<file path="src/rtl/dbg_window_ctrl.sv">
// -----------------------------------------------------------------------------
// dbg_window_ctrl
//
// Memory-mapped window controller for per-core halt / reset requests. A global
// free-running counter (or, per channel, a periodic phase counter) is compared
// against a programmable [START, END) window. While a channel's window is
// active it drives either a halt request or an active-low core reset. The end
// of each window sets a sticky DONE bit that can raise a level interrupt.
//
// Ports:
//   clk_i         system clock
//   rst_i         asynchronous active-high reset
//   req_i         bus request, always granted in the same cycle
//   we_i          write enable
//   be_i          byte enables (writes only)
//   addr_i        byte address, only [7:0] decoded
//   wdata_i       write data
//   rvalid_o      response valid, one cycle after req_i
//   rdata_o       read data (0 for writes and errors)
//   err_o         decode error, valid with rvalid_o
//   halt_o        per-channel halt request, active high
//   core_rst_n_o  per-channel core reset, active low
//   irq_o         level interrupt: OR of DONE & IRQ_EN, registered
//
// Register map (unused bits read 0):
//   0x00 COUNT   0x04 DONE (W1C)   0x08 GCTRL (bit0 run)   0x0C IRQ_EN
//   0x40 + 0x10*c : CTRL {periodic, action, en}, START, END, PERIOD
// -----------------------------------------------------------------------------
module dbg_window_ctrl #(
  parameter int NumChannels  = 2,
  parameter int CountWidth   = 32,
  parameter int DataWidth    = 32,
  parameter int AddressWidth = 32
) (
  input  logic                    clk_i,
  input  logic                    rst_i,
  input  logic                    req_i,
  input  logic                    we_i,
  input  logic [3:0]              be_i,
  input  logic [AddressWidth-1:0] addr_i,
  input  logic [DataWidth-1:0]    wdata_i,
  output logic                    rvalid_o,
  output logic [DataWidth-1:0]    rdata_o,
  output logic                    err_o,
  output logic [NumChannels-1:0]  halt_o,
  output logic [NumChannels-1:0]  core_rst_n_o,
  output logic                    irq_o
);

  localparam logic [CountWidth-1:0] CntOne = {{(CountWidth-1){1'b0}}, 1'b1};

  // ---------------------------------------------------------------------------
  // Address decode
  // ---------------------------------------------------------------------------
  logic [7:0]             addr_lo;
  logic [1:0]             ch_idx;
  logic [1:0]             reg_idx;
  logic                   wr_req;
  logic                   sel_count;
  logic                   sel_done;
  logic                   sel_gctrl;
  logic                   sel_irq_en;
  logic                   sel_ch_region;
  logic                   addr_ok;
  logic [NumChannels-1:0] ch_sel;
  logic                   unused_addr;

  assign addr_lo       = addr_i[7:0];
  assign ch_idx        = addr_lo[5:4];
  assign reg_idx       = addr_lo[3:2];
  assign wr_req        = req_i & we_i;
  assign sel_count     = (addr_lo == 8'h00);
  assign sel_done      = (addr_lo == 8'h04);
  assign sel_gctrl     = (addr_lo == 8'h08);
  assign sel_irq_en    = (addr_lo == 8'h0C);
  // 0x40..0x7F holds up to four channel slots; slots past NumChannels never
  // assert their ch_sel bit and therefore decode as errors.
  assign sel_ch_region = (addr_lo[7:6] == 2'b01) && (addr_lo[1:0] == 2'b00);
  assign addr_ok       = sel_count | sel_done | sel_gctrl | sel_irq_en | (|ch_sel);
  assign unused_addr   = ^addr_i[AddressWidth-1:8];

  // Byte-enable merge: new = (old & ~wmask) | (wdata & wmask)
  logic [DataWidth-1:0] wmask;
  logic [DataWidth-1:0] wdata_m;

  for (genvar gi = 0; gi < 4; gi++) begin : g_wmask
    assign wmask[8*gi +: 8] = {8{be_i[gi]}};
  end
  assign wdata_m = wdata_i & wmask;

  // ---------------------------------------------------------------------------
  // Global registers
  // ---------------------------------------------------------------------------
  logic [CountWidth-1:0]  count_q, count_d;
  logic [NumChannels-1:0] done_q, done_d;
  logic [NumChannels-1:0] done_set;
  logic [NumChannels-1:0] irq_en_q, irq_en_d;
  logic                   run_q, run_d;
  logic                   irq_q, irq_d;
  logic                   rvalid_q;
  logic                   err_q, err_d;
  logic [DataWidth-1:0]   rdata_q, rdata_d;
  logic [DataWidth-1:0]   ch_rdata [NumChannels];

  always_comb begin
    count_d  = count_q;
    done_d   = done_q;
    irq_en_d = irq_en_q;
    run_d    = run_q;

    // A bus write to COUNT overrides that cycle's increment.
    if (wr_req && sel_count) begin
      count_d = (count_q & ~wmask[CountWidth-1:0]) | wdata_m[CountWidth-1:0];
    end else if (run_q) begin
      count_d = count_q + CntOne;
    end

    // W1C clear first, hardware set second so a colliding set survives.
    if (wr_req && sel_done) begin
      done_d = done_q & ~wdata_m[NumChannels-1:0];
    end
    done_d = done_d | done_set;

    if (wr_req && sel_irq_en) begin
      irq_en_d = (irq_en_q & ~wmask[NumChannels-1:0]) | wdata_m[NumChannels-1:0];
    end

    if (wr_req && sel_gctrl) begin
      run_d = (run_q & ~wmask[0]) | wdata_m[0];
    end

    irq_d = |(done_q & irq_en_q);
  end

  // Read response: values sampled in the request cycle, before any update.
  always_comb begin
    rdata_d = '0;
    err_d   = 1'b0;
    if (req_i) begin
      if (!addr_ok) begin
        err_d = 1'b1;
      end else if (!we_i) begin
        if (sel_count) begin
          rdata_d = DataWidth'(count_q);
        end else if (sel_done) begin
          rdata_d = DataWidth'(done_q);
        end else if (sel_gctrl) begin
          rdata_d = DataWidth'(run_q);
        end else if (sel_irq_en) begin
          rdata_d = DataWidth'(irq_en_q);
        end else begin
          for (int c = 0; c < NumChannels; c++) begin
            if (ch_sel[c]) begin
              rdata_d = ch_rdata[c];
            end
          end
        end
      end
    end
  end

  always_ff @(posedge clk_i or posedge rst_i) begin
    if (rst_i) begin
      count_q  <= '0;
      done_q   <= '0;
      irq_en_q <= '0;
      run_q    <= 1'b1;
      irq_q    <= 1'b0;
      rvalid_q <= 1'b0;
      err_q    <= 1'b0;
      rdata_q  <= '0;
    end else begin
      count_q  <= count_d;
      done_q   <= done_d;
      irq_en_q <= irq_en_d;
      run_q    <= run_d;
      irq_q    <= irq_d;
      rvalid_q <= req_i;
      err_q    <= err_d;
      rdata_q  <= rdata_d;
    end
  end

  assign rvalid_o = rvalid_q;
  assign rdata_o  = rdata_q;
  assign err_o    = err_q;
  assign irq_o    = irq_q;

  // ---------------------------------------------------------------------------
  // Window channels
  // ---------------------------------------------------------------------------
  for (genvar gi = 0; gi < NumChannels; gi++) begin : g_ch
    localparam logic [1:0] ChIdx = 2'(gi);

    logic [2:0]            ctrl_q, ctrl_d;
    logic [CountWidth-1:0] start_q, start_d;
    logic [CountWidth-1:0] end_q, end_d;
    logic [CountWidth-1:0] period_q, period_d;
    logic [CountWidth-1:0] phase_q, phase_d;
    logic [CountWidth-1:0] cmp_val;
    logic                  active_q;
    logic                  hit;
    logic                  wr_ch;
    logic                  wr_ctrl;
    logic                  wr_start;
    logic                  wr_end;
    logic                  wr_period;

    assign ch_sel[gi] = sel_ch_region && (ch_idx == ChIdx);
    assign wr_ch      = wr_req & ch_sel[gi];
    assign wr_ctrl    = wr_ch && (reg_idx == 2'd0);
    assign wr_start   = wr_ch && (reg_idx == 2'd1);
    assign wr_end     = wr_ch && (reg_idx == 2'd2);
    assign wr_period  = wr_ch && (reg_idx == 2'd3);

    always_comb begin
      ctrl_d   = ctrl_q;
      start_d  = start_q;
      end_d    = end_q;
      period_d = period_q;
      phase_d  = phase_q;

      if (wr_ctrl) begin
        ctrl_d = (ctrl_q & ~wmask[2:0]) | wdata_m[2:0];
      end
      if (wr_start) begin
        start_d = (start_q & ~wmask[CountWidth-1:0]) | wdata_m[CountWidth-1:0];
      end
      if (wr_end) begin
        end_d = (end_q & ~wmask[CountWidth-1:0]) | wdata_m[CountWidth-1:0];
      end
      if (wr_period) begin
        period_d = (period_q & ~wmask[CountWidth-1:0]) | wdata_m[CountWidth-1:0];
      end

      // Reprogramming mode or period restarts the phase so the new period
      // begins cleanly. The >= also recovers if phase ever exceeds period.
      if (wr_ctrl || wr_period) begin
        phase_d = '0;
      end else if (run_q) begin
        phase_d = (phase_q >= period_q - CntOne) ? '0 : phase_q + CntOne;
      end
    end

    // PERIOD = 0 falls back to the global counter even in periodic mode.
    assign cmp_val = (ctrl_q[2] && (period_q != '0)) ? phase_q : count_q;
    assign hit     = ctrl_q[0] && (start_q <= cmp_val) && (cmp_val < end_q);

    // Only a compare-driven falling edge marks completion; disabling the
    // channel (en = 0) drops the output silently.
    assign done_set[gi] = active_q & ~hit & ctrl_q[0];

    always_ff @(posedge clk_i or posedge rst_i) begin
      if (rst_i) begin
        ctrl_q   <= '0;
        start_q  <= '0;
        end_q    <= '0;
        period_q <= '0;
        phase_q  <= '0;
        active_q <= 1'b0;
      end else begin
        ctrl_q   <= ctrl_d;
        start_q  <= start_d;
        end_q    <= end_d;
        period_q <= period_d;
        phase_q  <= phase_d;
        active_q <= hit;
      end
    end

    assign halt_o[gi]       = active_q & ~ctrl_q[1];
    assign core_rst_n_o[gi] = ~(active_q & ctrl_q[1]);

    assign ch_rdata[gi] = (reg_idx == 2'd0) ? DataWidth'(ctrl_q)  :
                          (reg_idx == 2'd1) ? DataWidth'(start_q) :
                          (reg_idx == 2'd2) ? DataWidth'(end_q)   :
                                              DataWidth'(period_q);
  end

endmodule

</file>
<file path="config.mk">
export PLATFORM = sky130hd
export DESIGN_NAME = dbg_window_ctrl
export DESIGN_NICKNAME = d
export VERILOG_FILES = /design/src/rtl/dbg_window_ctrl.sv
export SDC_FILE = /design/constraint.sdc
export NUM_CORES = 1
export LEC_CHECK = 0
export ABC_CLOCK_PERIOD_IN_PS = 19050
export CORE_ASPECT_RATIO = 1.75
export CORE_UTILIZATION = 55
export DETAILED_ROUTE_END_ITERATION = 7
export PLACE_DENSITY = 0.74
export SLEW_MARGIN = 20
export SYNTH_ARGS = -nofsm -noshare
export SYNTH_HDL_FRONTEND = slang
export SYNTH_SLANG_ARGS = --single-unit
</file>
<file path="constraint.sdc">
create_clock -name clk_i -period 19.05 [get_ports clk_i]
set_input_delay 1.905 -clock clk_i [delete_from_list [all_inputs] [get_ports clk_i]]
set_output_delay 1.905 -clock clk_i [all_outputs]
set_load 0.005 [all_outputs]
</file>
==> impl_results.rst <==
.. list-table::
   :header-rows: 1

   * - Metric
     - Value
   * - Outcome
     - finished, final reports clean
   * - Worst setup timing slack at the placement stage
     - 13,470 ps
   * - Register-to-Register Path Depth
     - 15
   * - Fraction of layout instances using a drive strength above 1
     - 0.1750
   * - Fin worst setup slack
     - 13,420 ps
   * - Maximum fanout encountered on the critical timing path
     - 13
   * - 1st-iter DRT viols
     - 1,779
   * - Final clock period utilization by the worst path
     - 0.2954
   * - Slowest cell on the critical path
     - or4_1
   * - Number of placed cells counting well taps
     - 2,843
   * - Total length of routed wires
     - about 74,000 um
   * - Resize count post-CTS
     - 0
   * - Upper clock frequency limit
     - roughly 180 MHz
   * - Area of the die
     - between 40,000 and 50,000 um^2
   * - Area of all sequential standard cells
     - 8409 um^2
   * - Detailed-routing iteration count for the pre-antenna-repair pass
     - 6
   * - Slowest cell delay on critical path
     - about 620 ps
   * - Die height
     - 270.4 um
   * - Async set-or-reset flop fraction in the synthesized netlist
     - 1.000
   * - Number of clock sinks
     - 336
   * - Effective utilization at floorplan
     - 0.5563
   * - Post-layout util
     - 0.6196
   * - EDFF count, synth
     - 0
   * - H-tree lvl count
     - 2
   * - Clock-pin slew on the worst setup and hold paths
     - 60 ps
   * - Count of buffers added by post-CTS timing repair for setup
     - 0
   * - Hold/Removal Path Class
     - reg -> reg
   * - Sequential fraction of the synthesis area
     - 0.3713
   * - Shortest clock period the worst path allows after layout
     - 5627 ps
   * - IR drop worst, VDD
     - 0.05502 mV
   * - R2R Path End
     - g_ch[0].phase_q[27]
   * - Req. time, crit path
     - 19,470 ps
   * - Area growth from synthesis to final layout
     - 11.38%
   * - Worst Hold Margin
     - 535.5 ps
   * - Cells on Worst Hold Path
     - 1
   * - Diode count
     - 0
   * - Maximum count of clock buffers along a single path
     - 3
   * - Number of standard cells after synthesis
     - 2,273
   * - Std cell rows
     - 98
   * - Via total after detailed routing
     - 19.22k
   * - Cell type with the highest occurrence count on the critical path
     - nor4_1
   * - Nets
     - between 2k and 3k
   * - Internal reg-to-reg setup slack
     - 13,420 ps
   * - First-pass GRT wire length
     - 112,900 um
   * - Count of nets left with antenna violations after detail routing
     - 0
   * - PwrDens
     - between 70 and 80 nW/um^2
   * - Clock tree from TritonCTS
     - yes
   * - Total area of multi-input combinational cells
     - 13,360 um^2
   * - Largest net degree at the start of global routing
     - 135
   * - Clock tree root buffer cell
     - clkbuf_16
   * - Cell Area, Synth
     - between 20,000 and 25,000 um^2
   * - IO Pins
     - 111
   * - Post-DP HPWL
     - 55,210 um
   * - Syn Area/Cell
     - 9.963 um^2
   * - Per-cell routed wire length
     - 25.64 um
   * - Average vias per placed instance
     - about 6.6
   * - RD Place Congestion
     - about 1.0
   * - Worst slew margin
     - 0.2977
   * - Drt drc
     - 0
   * - Top FF cell, synth
     - dfrtp_1
   * - Number of CTS-inserted buffers
     - 35
   * - RSZ-0062 raised after global routing
     - no
   * - Clock latency on the worst-skew pair
     - 550 ps
   * - Critical path startpoint category
     - flop
   * - Hold buffer count at cts
     - 0
   * - Maxcap violations
     - 0
   * - Number of global-route vias before repair
     - slightly below 20k
   * - Overall overflow remaining after global route
     - 0
   * - Highest metal layer with signal wires
     - met4
   * - Worst clock skew on the final layout
     - 17.12 ps
   * - Layout fillers
     - 3,446
   * - Worst Max-Slew Pin Slew
     - about 1000 ps
   * - X dimension of the die
     - 155.4 um
   * - Library cells used by synthesis
     - 77
   * - Cells along the critical path
     - or4_1, nor3_2, nand4_1, nor2_2, nand3_1, nor4_1, xnor2_1, ha_1, nand4_1, nor4_1, a22oi_1, o211ai_1, a21o_1, nor4_1, a221o_1
   * - All-layer global routing usage
     - 0.3585
   * - Leakage power total
     - 12.21 nW
   * - Met3 Wirelength
     - between 4000 and 5000 um
   * - #FFs+latches synth
     - 336
   * - Number of hold violations in the final report
     - 0
   * - Port Buf Inserts
     - between 80 and 90
   * - Setup Crit Path Kind
     - reg -> reg
   * - Kind of end point of the critical path
     - flop
   * - Summed negative setup slack over all endpoints
     - 0 ps
   * - Wire length on met2
     - 36,230 um
   * - Ys Warns
     - 0
   * - Sum of routed wire segments on met1
     - 27,000 um
   * - Filler-free cell count of the finished design
     - 2,904
   * - Crit path DAT
     - 6040 ps
   * - Final-report max-slew violation count
     - 0
   * - Synth Net Count
     - 2,542
   * - Core outline area
     - roughly 40,000 um^2
   * - # setup viols final
     - 0
   * - Initial antenna violation count
     - 0
[cells in the mapped netlist (5+ instances only)]
master | count | area, um^2
nand3b_1 | 7 | 52.55
dfrtp_1 | 335 | 8383
a22o_1 | 13 | 113.9
nor2b_1 | 18 | 112.6
xnor2_1 | 42 | 367.9
clkbuf_1 | 68 | 255.2
a21oi_1 | 120 | 600.6
a31oi_1 | 17 | 106.4
and3_1 | 28 | 175.2
nor3_1 | 39 | 195.2
and2_1 | 6 | 37.54
a221o_1 | 20 | 200.2
a221oi_1 | 9 | 78.83
ha_1 | 197 | 2465
and4_1 | 18 | 157.7
nand3_1 | 83 | 415.4
mux2i_1 | 45 | 450.4
o22ai_1 | 12 | 75.07
or4_1 | 12 | 90.09
inv_1 | 156 | 585.6
or3_1 | 13 | 81.33
buf_1 | 5 | 18.77
xor2_1 | 22 | 192.7
o21ai_0 | 52 | 260.3
nor4_1 | 20 | 125.1
or2_2 | 13 | 81.33
a31o_2 | 6 | 52.55
buf_2 | 7 | 35.03
nand4_1 | 63 | 394.1
nand2_1 | 215 | 807.0
a211oi_1 | 16 | 120.1
nand2b_1 | 10 | 62.56
buf_4 | 6 | 45.04
a21o_1 | 38 | 285.3
a22oi_1 | 6 | 45.04
nor2_1 | 122 | 457.9
o211ai_1 | 43 | 322.8
mux2_2 | 254 | 2860
o311ai_0 | 12 | 105.1
mux4_2 | 31 | 698.2
[metrics by stage]
| step | area, um^2 | total power [mW] |
|---|---|---|
| 2_1_floorplan | 22650 | 1.083 |
| 3_3_place_gp | 24070 | 1.195 |
| 3_5_place_dp | 24070 | 1.214 |
| 4_1_cts | 25200 | 1.907 |
| 5_1_grt | 25220 | 1.987 |
| 6_report | 25220 | 1.908 |
[where the power goes]
group          internal, mW  leakage (nW)  total, mW  switching [mW]
logic                 0.163          7.10      0.385           0.222
registers             0.750          4.56      0.828          0.0774
clock network         0.395         0.559      0.696           0.300
total                  1.31          12.2       1.91           0.600
[per-layer routing]
metal,vias to the layer above,global-route usage
met2,937,0.6015
met3,325,0.05151
li1,8498,-
met4,0,0.2763
met1,9455,0.4084
met5,-,0
[worst max path at each step]
stage / start / end / cells after the start
6_report: flop / g_ch[0].phase_q[27] / 15
5_1_grt: flop / g_ch[0].phase_q[19] / 15
4_1_cts: flop / g_ch[0].phase_q[27] / 15
3_5_place_dp: addr_i[3] / flop / 9
3_3_place_gp: addr_i[3] / flop / 6
2_1_floorplan: rst_i / asynchronous set/reset pin / 1
[cells by family after synthesis]
logic type / after synthesis / synth area share
compound gates: 407 / 0.1212
xor+xnor: 64 / 0.02475
fa+ha+maj: 197 / 0.1088
buf+inv: 244 / 0.04183
flops: 336 / 0.3713
mux: 331 / 0.1775
simple gates: 694 / 0.1545
[layout make-up]
class	count	share of cell area
multi-input combinational	1693	0.5298
sequential	336	0.3334
clock buffer	49	0.04127
timing repair buffer	107	0.04088
tap	550	0.02728
inverter	158	0.02381
clock inverter	11	0.003522
[layout by cell type, fill, tap and decap left out, types with 20 or more instances in the layout]
| cell type | instances |
|---|---|
| dfrtp_1 | 335 |
| a21oi_1 | 118 |
| ha_1 | 197 |
| o21ai_0 | 51 |
| nor2_1 | 120 |
| o211ai_1 | 43 |
| nor3_1 | 39 |
| clkbuf_16 | 37 |
| nand4_1 | 63 |
| xor2_1 | 22 |
| a21o_1 | 38 |
| nand2_1 | 215 |
| nand3_1 | 82 |
| inv_1 | 155 |
| buf_4 | 20 |
| clkdlybuf4s50_1 | 86 |
| a221o_1 | 20 |
| xnor2_1 | 42 |
| mux2i_1 | 45 |
| mux4_2 | 31 |
| and3_1 | 28 |
| mux2_2 | 254 |
[worst max-delay path, delay by kind of cell, from the launching register on]
family / cells / cell delay (ps)
XOR/XNOR: 1 / 120
flip-flops: 1 / 480
AND/OR/NAND/NOR: 9 / 3310
adder cells (fa/ha/maj): 1 / 310
AO/OA/AOI/OAI: 4 / 1250
Note: power is estimated with default switching activity, not from simulation.
